<file path="config.mk">
export PLATFORM = sky130hd
export DESIGN_NAME = qpu_exu_flush_arb_flat
export DESIGN_NICKNAME = d
export VERILOG_FILES = /design/src/rtl/qpu_exu_flush_arb_if.sv /design/src/rtl/qpu_exu_flush_arb.sv /design/src/flat_wrapper.sv
export SDC_FILE = /design/constraint.sdc
export NUM_CORES = 1
export LEC_CHECK = 0
export BUFFER_PORTS_ARGS = -buffer_cell sky130_fd_sc_hd__clkbuf_2
export CORE_MARGIN = 4
export CORE_UTILIZATION = 41
export CTS_CLUSTER_SIZE = 30
export DETAILED_ROUTE_END_ITERATION = 7
export PLACE_DENSITY_LB_ADDON = 0.15
export SETUP_SLACK_MARGIN = 0.05
export SYNTH_ARGS = -nofsm -noshare
export SYNTH_HDL_FRONTEND = slang
export SYNTH_SLANG_ARGS = --single-unit
</file>
<file path="constraint.sdc">
create_clock -name clk -period 1.3 [get_ports clk]
set_input_delay 0.065 -clock clk [delete_from_list [all_inputs] [get_ports clk]]
set_output_delay 0.065 -clock clk [all_outputs]
set_load 0.1 [all_outputs]
</file>
<file path="src/rtl/qpu_exu_flush_arb_if.sv">
// Flush handshake bundle between the EXU flush sources, the flush arbiter and the IFU.
// The arbiter uses the slave modport; the sources/IFU side uses master.
interface qpu_exu_flush_arb_if #(
  parameter int unsigned PC_SIZE = 32,
  parameter int unsigned CNT_W   = 16
);
  logic               src0_flush_req;
  logic [PC_SIZE-1:0] src0_flush_add_op1;
  logic [PC_SIZE-1:0] src0_flush_add_op2;
  logic               src0_flush_ack;
  logic               src1_flush_req;
  logic [PC_SIZE-1:0] src1_flush_add_op1;
  logic [PC_SIZE-1:0] src1_flush_add_op2;
  logic               src1_flush_ack;
  logic               pipe_flush_req;
  logic [PC_SIZE-1:0] pipe_flush_add_op1;
  logic [PC_SIZE-1:0] pipe_flush_add_op2;
  logic               pipe_flush_ack;
  logic               flush_busy;
  logic [CNT_W-1:0]   flush_cnt;

  modport slave (
    input  src0_flush_req, src0_flush_add_op1, src0_flush_add_op2,
    input  src1_flush_req, src1_flush_add_op1, src1_flush_add_op2,
    input  pipe_flush_ack,
    output src0_flush_ack, src1_flush_ack,
    output pipe_flush_req, pipe_flush_add_op1, pipe_flush_add_op2,
    output flush_busy, flush_cnt
  );

  modport master (
    output src0_flush_req, src0_flush_add_op1, src0_flush_add_op2,
    output src1_flush_req, src1_flush_add_op1, src1_flush_add_op2,
    output pipe_flush_ack,
    input  src0_flush_ack, src1_flush_ack,
    input  pipe_flush_req, pipe_flush_add_op1, pipe_flush_add_op2,
    input  flush_busy, flush_cnt
  );
endinterface

</file>
<file path="src/rtl/qpu_exu_flush_arb.sv">
// Fixed-priority arbiter of EXU flush requests onto the single IFU flush port,
// with a programmable drain gap after each accepted flush.
module qpu_exu_flush_arb #(
  parameter int unsigned PC_SIZE   = 32,
  parameter int unsigned FLUSH_GAP = 2,
  parameter int unsigned CNT_W     = 16
) (
  input logic                clk,
  input logic                rst_n,
  qpu_exu_flush_arb_if.slave bus
);
  localparam int unsigned     GAP_W    = 4;
  localparam logic [GAP_W-1:0] GAP_LOAD = GAP_W'(FLUSH_GAP);

  typedef enum logic [1:0] {
    ST_IDLE = 2'd0,
    ST_BUSY = 2'd1,
    ST_GAP  = 2'd2
  } state_t;

  state_t             r_state,    w_state_nxt;
  logic [GAP_W-1:0]   r_gap_cnt,  w_gap_cnt_nxt;
  logic               r_grant_id, w_grant_id_nxt;
  logic [PC_SIZE-1:0] r_op1,      w_op1_nxt;
  logic [PC_SIZE-1:0] r_op2,      w_op2_nxt;
  logic               r_req,      w_req_nxt;
  logic [CNT_W-1:0]   r_cnt,      w_cnt_nxt;
  logic               w_ack;

  // State and datapath registers
  always_ff @(posedge clk or negedge rst_n) begin
    if (!rst_n) begin
      r_state    <= ST_IDLE;
      r_gap_cnt  <= '0;
      r_grant_id <= 1'b0;
      r_op1      <= '0;
      r_op2      <= '0;
      r_req      <= 1'b0;
      r_cnt      <= '0;
    end else begin
      r_state    <= w_state_nxt;
      r_gap_cnt  <= w_gap_cnt_nxt;
      r_grant_id <= w_grant_id_nxt;
      r_op1      <= w_op1_nxt;
      r_op2      <= w_op2_nxt;
      r_req      <= w_req_nxt;
      r_cnt      <= w_cnt_nxt;
    end
  end

  // Next-state: grant only from IDLE, so BUSY never gets preempted
  always_comb begin
    w_state_nxt    = r_state;
    w_gap_cnt_nxt  = r_gap_cnt;
    w_grant_id_nxt = r_grant_id;
    w_op1_nxt      = r_op1;
    w_op2_nxt      = r_op2;
    w_req_nxt      = r_req;
    w_cnt_nxt      = r_cnt;
    w_ack          = 1'b0;

    case (r_state)
      ST_IDLE: begin
        if (bus.src0_flush_req) begin
          w_grant_id_nxt = 1'b0;
          w_op1_nxt      = bus.src0_flush_add_op1;
          w_op2_nxt      = bus.src0_flush_add_op2;
          w_req_nxt      = 1'b1;
          w_state_nxt    = ST_BUSY;
        end else if (bus.src1_flush_req) begin
          w_grant_id_nxt = 1'b1;
          w_op1_nxt      = bus.src1_flush_add_op1;
          w_op2_nxt      = bus.src1_flush_add_op2;
          w_req_nxt      = 1'b1;
          w_state_nxt    = ST_BUSY;
        end
      end
      ST_BUSY: begin
        w_ack = bus.pipe_flush_ack;
        if (bus.pipe_flush_ack) begin
          w_cnt_nxt = r_cnt + CNT_W'(1);
          w_req_nxt = 1'b0;
          if (GAP_LOAD != '0) begin
            w_state_nxt   = ST_GAP;
            w_gap_cnt_nxt = GAP_LOAD;
          end else begin
            w_state_nxt   = ST_IDLE;
          end
        end
      end
      ST_GAP: begin
        w_gap_cnt_nxt = r_gap_cnt - GAP_W'(1);
        if (r_gap_cnt <= GAP_W'(1)) begin
          w_state_nxt = ST_IDLE;
        end
      end
      default: begin
        w_state_nxt = ST_IDLE;
        w_req_nxt   = 1'b0;
      end
    endcase
  end

  assign bus.src0_flush_ack     = w_ack & ~r_grant_id;
  assign bus.src1_flush_ack     = w_ack &  r_grant_id;
  assign bus.pipe_flush_req     = r_req;
  assign bus.pipe_flush_add_op1 = r_op1;
  assign bus.pipe_flush_add_op2 = r_op2;
  assign bus.flush_busy         = (r_state != ST_IDLE);
  assign bus.flush_cnt          = r_cnt;
endmodule
</file>
<file path="src/flat_wrapper.sv">
// flat-port wrapper written by rule: the top's interface ports become plain ports
module qpu_exu_flush_arb_flat 
#(
  parameter int unsigned PC_SIZE   = 32,
  parameter int unsigned FLUSH_GAP = 2,
  parameter int unsigned CNT_W     = 16
)
  (clk, rst_n, bus_src0_flush_req, bus_src0_flush_add_op1, bus_src0_flush_add_op2, bus_src1_flush_req, bus_src1_flush_add_op1, bus_src1_flush_add_op2, bus_pipe_flush_ack, bus_src0_flush_ack, bus_src1_flush_ack, bus_pipe_flush_req, bus_pipe_flush_add_op1, bus_pipe_flush_add_op2, bus_flush_busy, bus_flush_cnt);
  qpu_exu_flush_arb_if #(.PC_SIZE(PC_SIZE), .CNT_W(CNT_W)) bus_i ();
  input logic clk;
  input logic rst_n;
  input wire logic [$bits(bus_i.src0_flush_req)-1:0] bus_src0_flush_req;
  input wire logic [$bits(bus_i.src0_flush_add_op1)-1:0] bus_src0_flush_add_op1;
  input wire logic [$bits(bus_i.src0_flush_add_op2)-1:0] bus_src0_flush_add_op2;
  input wire logic [$bits(bus_i.src1_flush_req)-1:0] bus_src1_flush_req;
  input wire logic [$bits(bus_i.src1_flush_add_op1)-1:0] bus_src1_flush_add_op1;
  input wire logic [$bits(bus_i.src1_flush_add_op2)-1:0] bus_src1_flush_add_op2;
  input wire logic [$bits(bus_i.pipe_flush_ack)-1:0] bus_pipe_flush_ack;
  output wire logic [$bits(bus_i.src0_flush_ack)-1:0] bus_src0_flush_ack;
  output wire logic [$bits(bus_i.src1_flush_ack)-1:0] bus_src1_flush_ack;
  output wire logic [$bits(bus_i.pipe_flush_req)-1:0] bus_pipe_flush_req;
  output wire logic [$bits(bus_i.pipe_flush_add_op1)-1:0] bus_pipe_flush_add_op1;
  output wire logic [$bits(bus_i.pipe_flush_add_op2)-1:0] bus_pipe_flush_add_op2;
  output wire logic [$bits(bus_i.flush_busy)-1:0] bus_flush_busy;
  output wire logic [$bits(bus_i.flush_cnt)-1:0] bus_flush_cnt;
  assign bus_i.src0_flush_req = bus_src0_flush_req;
  assign bus_i.src0_flush_add_op1 = bus_src0_flush_add_op1;
  assign bus_i.src0_flush_add_op2 = bus_src0_flush_add_op2;
  assign bus_i.src1_flush_req = bus_src1_flush_req;
  assign bus_i.src1_flush_add_op1 = bus_src1_flush_add_op1;
  assign bus_i.src1_flush_add_op2 = bus_src1_flush_add_op2;
  assign bus_i.pipe_flush_ack = bus_pipe_flush_ack;
  assign bus_src0_flush_ack = bus_i.src0_flush_ack;
  assign bus_src1_flush_ack = bus_i.src1_flush_ack;
  assign bus_pipe_flush_req = bus_i.pipe_flush_req;
  assign bus_pipe_flush_add_op1 = bus_i.pipe_flush_add_op1;
  assign bus_pipe_flush_add_op2 = bus_i.pipe_flush_add_op2;
  assign bus_flush_busy = bus_i.flush_busy;
  assign bus_flush_cnt = bus_i.flush_cnt;
  qpu_exu_flush_arb #(.PC_SIZE(PC_SIZE), .FLUSH_GAP(FLUSH_GAP), .CNT_W(CNT_W)) u_core (.clk(clk), .rst_n(rst_n), .bus(bus_i));
endmodule
</file>
== After elaboration in Yosys (flattened, before gate mapping) ==
Cells that the tools add are included.
W data, S select, Z words.
Word-level totals
  ROM bits: 0
  output and inout port bits: 84
  input bits: 133
  RAM bits: 0
  bits in latches: 0
  register bits: 88
  memories kept: 0
Operators by class
  $mul: 0
  shifts and indexed selects: 0
  reduce and logical (&&, ||, !) cells: 9
  add/sub/neg operators: 2
  bitwise logic cells: 4
  div/mod/pow operators: 0
  $lt $le $gt $ge: 1
  eq/ne operators: 5
  muxes and demuxes: 17
Operators with widths (count)
  $mux W32: 4
  $add A16 B1 Y16 const B: 1
  $mux W2: 4
  $pmux W4 S2: 1
  $pmux W2 S3: 1
  $reduce_and A2 Y1: 3
  $reduce_and A3 Y1: 2
  $reduce_bool A2 Y1: 3
  $mux W1: 5
  $le A4 B1 Y1 const B: 1
  $mux W4: 1
  $sub A4 B1 Y4 const B: 1
  $ne A3 B3 Y1 const B: 1
  $pmux W1 S3: 1
  $and A1 B1 Y1: 2
  $eq A2 B1 Y1 const B: 1
  $eq A2 B2 Y1 const B: 1
  $logic_not A2 Y1: 1
  $ne A2 B1 Y1 const B: 1
  $ne A2 B2 Y1 const B: 1
  $not A1 Y1: 2

== Longest topological paths before layout ==
  word-level depth: 3
  depth in mapped cells: 6

== Worst setup path after synthesis ==
Ideal clock, no wire load.
  kind: register to register
  from: register u_core.r_cnt[7], in the netlist u_core.bus.flush_cnt[7]
  to: register u_core.r_cnt[12], in the netlist u_core.bus.flush_cnt[12]
  setup time: 0.158 ns
  path slack: -0.850 ns
  cell stages (with the launch flop): 5
  required time: 1.142 ns
  period minus slack after synthesis: 2.150 ns
  data arrival time: 1.992 ns
  path buffers: 0
  cell sequence: dfrtp_1 nand3_1 nor4_2 nand3_1 xnor2_1
On the way
  cells in the longest elaborated chain, start to end: 1
Ends and longest elaborated chain
  from (decl): RTL line qpu_exu_flush_arb.sv:27  | logic [CNT_W-1:0] r_cnt, w_cnt_nxt;
  from (signal assigned): RTL line qpu_exu_flush_arb.sv:47  | r_cnt <= w_cnt_nxt;
  $add A16 B1 Y16: RTL line qpu_exu_flush_arb.sv:81  | w_cnt_nxt = r_cnt + CNT_W'(1);
Every way passes these cells.
A chain may end at the register's enable or synchronous reset.

== Worst setup path in the final report ==
  from: register u_core.r_state[1]
  to: output port bus_src1_flush_ack
On the way
  cells in the longest elaborated chain, start to end: 3
Ends and longest elaborated chain
  from (decl): RTL line qpu_exu_flush_arb.sv:21  | state_t r_state, w_state_nxt;
  from (signal assigned): RTL line qpu_exu_flush_arb.sv:41  | r_state <= w_state_nxt;
  $eq A2 B1 Y1: RTL line qpu_exu_flush_arb.sv:62  | case (r_state)
  $mux W1: RTL line qpu_exu_flush_arb.sv:62
  $and A1 B1 Y1: RTL line qpu_exu_flush_arb.sv:105  | assign bus.src1_flush_ack = w_ack & r_grant_id;
  to (decl): RTL line flat_wrapper.sv:20  | output wire logic [$bits(bus_i.src1_flush_ack)-1:0] bus_src1_flush_ack;
Every way passes these cells.

==> results.toml <==
[global_routing]
track_usage = 0.195
antenna_violations_before_repair = 0
grt_overflow = 0
grt_max_degree = 59
number_of_global_route_vias_before_repair = 3788
global_route_wire_length_before_repair_um = 17900

[critical_path]
worst_setup_path_end_kind = "primary output"
critical_path_peak_fanout = 4
critical_path_required_ps = 1240
timing.critical_path.arrival_ps = 1480
crit_type = "reg -> out"
setup.worst_path.start_class = "flip-flop"

[synthesis]
muxShareOfSynthArea = 0.160
synth_largest_type_area_fraction = 0.549
synth-simple-area-share = 0.121
synthesis.nets = 513
synth-main-ff-cell = "sky130_fd_sc_hd__dfrtp_1"
synth-async-reset-ratio = 1.00
netlist_area_um2 = 4010
ys_warn_count = 0
synth.top_cells.by_area = "sky130_fd_sc_hd__dfrtp_1 (55%), sky130_fd_sc_hd__mux2i_1 (16%), sky130_fd_sc_hd__o21ai_0 (8.5%)"
synth_xor_area_frac = 0.0350
synth_compound_area_frac = 0.0924
synthDistinctLibCells = 29
synth_cells = 377
syn-mean-instance-area_um2 = 10.6
post-synth-top-area-cell = "sky130_fd_sc_hd__dfrtp_1"
seq_area_frac_synth = 0.549
synth_seq_cells = 88
synth-edff-count = 0
fraction_of_the_mapped_netlist_area_in_adder_cells = 0.00937
dominant_combinational_cell_family_by_area_after_synthesis = "multiplexers"

[sta]
rsz_0062_raised_after_global_routing = "true"
worst_slack_on_hold_paths_ps = -11.8
post-route-worst-setup-slack_ps = -245
setup_viol = 77
tcrit_tclk_final = 1.19
max_freq_ghz = 0.647
hold_viol = 5
timing.clock.skew_ps = 16.0
slew-limit-headroom = 0.639
period_needed_ps = 1550
max_slew.worst_pin.slew_ps = 540
report.final.slew_viol_count = 0

[cells_and_area]
mostFrequentLayoutCells = "sky130_fd_sc_hd__clkbuf_2 (130), sky130_fd_sc_hd__dfrtp_1 (74), sky130_fd_sc_hd__mux2i_1 (64), sky130_fd_sc_hd__clkbuf_4 (51), sky130_fd_sc_hd__o21ai_2 (49)"
final.fill_count = 579
drive_above_1_share = 0.640
nNetsFinal = 818
layout-area-overhead-vs-synth_pct = 88.5
final_cells = 816
num_antenna_cells = 0
final_common_cell = "sky130_fd_sc_hd__clkbuf_2"

[clock_tree]
ctsLongestPathBuffers = 2
clock_tree.htree_level_count = 3
numCtsBuffers = 9
worstSkewPairLatency_ps = 360
cts.sink_count = 88
clock_tree.root_cell = "sky130_fd_sc_hd__clkbuf_8"
tritoncts = "done"
cts.clk_slew.worst_paths_ps = 100

[drt]
drt_wl_total_um = 14600
viasPerCell = 5.02
first_pass_iters = 4
post_detailed_route_drc_marker_count = 0
drt_iter0_markers = 145
routed_wire_length_per_instance_um = 17.9
ant_nets = 0
detailroute.via_count = 4095

[placed_design]
port_buffers = 216
post-place-cells = 719
post-dp-hpwl_um = 7890
finalWeightedCongestion = 0.765

[floorplan]
die_width_um = 107
initial_utilization = 0.428
die_area_um2 = 11400
fp.dieH_um = 107
fp-row-count = 35
ports = 217
core_area_um2 = 9370

[flow_run]
timing.max_cap.violations = 0

[status]
failing_checks = "hold timing, setup timing"
run_status = "complete, but fails checks"

[worst_hold_path]
type_of_the_worst_min_delay_path = "in -> reg"
-- worst paths after layout --
| path | startpoint | end | slack (ps) | cells past startpoint |
|---|---|---|---|---|
| min | bus_src1_flush_add_op2[15] | u_core.bus.pipe_flush_add_op2[15]$_DFFE_PN0P_ | -10 | 3 |
| min in group asynchronous | rst_n | u_core.bus.flush_cnt[6]$_DFFE_PN0N_ | 140 | 2 |
| max | u_core.r_state[1]$_DFFE_PN0P_ | bus_src1_flush_ack | -250 | 5 |
| max reg2reg | u_core.r_state[1]$_DFFE_PN0P_ | u_core.bus.pipe_flush_add_op1[2]$_DFFE_PN0P_ | -210 | 8 |
| min reg2reg | u_core.bus.pipe_flush_add_op1[10]$_DFFE_PN0P_ | u_core.bus.pipe_flush_add_op1[10]$_DFFE_PN0P_ | 490 | 2 |
| max in group asynchronous | rst_n | u_core.bus.pipe_flush_add_op2[29]$_DFFE_PN0P_ | 650 | 3 |
-- registers in the layout, indices dropped and copies added (netlist names) --
| register | count |
|---|---|
| u_core.bus.flush_cnt | 16 |
| u_core.bus.pipe_flush_add_op1 | 32 |
| u_core.bus.pipe_flush_add_op2 | 32 |
| u_core.bus.pipe_flush_req | 1 |
| u_core.r_gap_cnt | 4 |
| u_core.r_grant_id | 1 |
| u_core.r_state | 2 |
-- repair_timing --
| item | CTS | global route |
|---|---|---|
| gates cloned | 1 | 24 |
| pin swaps | 12 | 79 |
| gates resized for setup | 71 | 252 |
| hold endpoints to repair | 105 | 8 |
| hold buffers | 30 | 11 |
| setup endpoints to repair | 119 | 108 |
| buffers inserted | 9 | 9 |
-- worst max-delay path: stages (launching register included) --
cell and delay [ps]:
sky130_fd_sc_hd__dfrtp_1 440, sky130_fd_sc_hd__nand2b_4 180, sky130_fd_sc_hd__nor2_4 100, sky130_fd_sc_hd__buf_6 100, sky130_fd_sc_hd__and2_4 140, sky130_fd_sc_hd__buf_12 160
-- area by class of cell --
type | instances | area [µm²] | share of cell area
timing repair buffer | 313 | 2590 | 0.343
clock inverter | 5 | 37.5 | 0.00497
tap | 129 | 161 | 0.0214
sequential | 88 | 2240 | 0.297
multi-input combinational | 264 | 2340 | 0.310
clock buffer | 11 | 151 | 0.0200
inverter | 6 | 25.0 | 0.00331
-- cells in the mapped netlist, drive strengths merged (2+ instances only) --
master	instances
inv	6
dfrtp	88
nand2	72
buf	16
nand3	10
nand2b	2
xor2	3
clkbuf	6
mux2i	64
nor3	2
nand3b	2
xnor2	13
a21oi	2
o21ai	72
nor4	2
ha	3
nor2	8
nand4	3
-- logic make-up (layout without fill, tap and decap cells) --
family / Yosys count / in the layout
AOI/OAI and AO/OA: 74 / 77
xor gates and xnor gates: 16 / 16
adders and majority gates: 3 / 3
buffers and inverters: 28 / 335
DFF: 88 / 88
muxes: 64 / 64
and+or+nand+nor: 104 / 104
-- per-stage QoR --
stage	area, µm²	setup slack (ps)	setup TNS, ps	util
final	7550	-245	-11360	0.806
after global routing	7550	-301	-15780	0.806
after CTS	6400	-234	-11010	0.683
after detailed placement	5620	-75.5	-1650	0.600
after global placement	5620	-5.27	-10.2	0.600
after floorplan	4150	-234	-1610	-
-- per-layer routing --
metal / routed length [µm] / track usage
met1: 5420 / 0.231
met2: 7870 / 0.351
met3: 1030 / 0.0446
met4: 276 / 0.0612
met5: 0 / 0
Power is left out: the tool's default activity adds up to more than one toggle a clock period on the data nets, which glitch-free logic cannot reach.
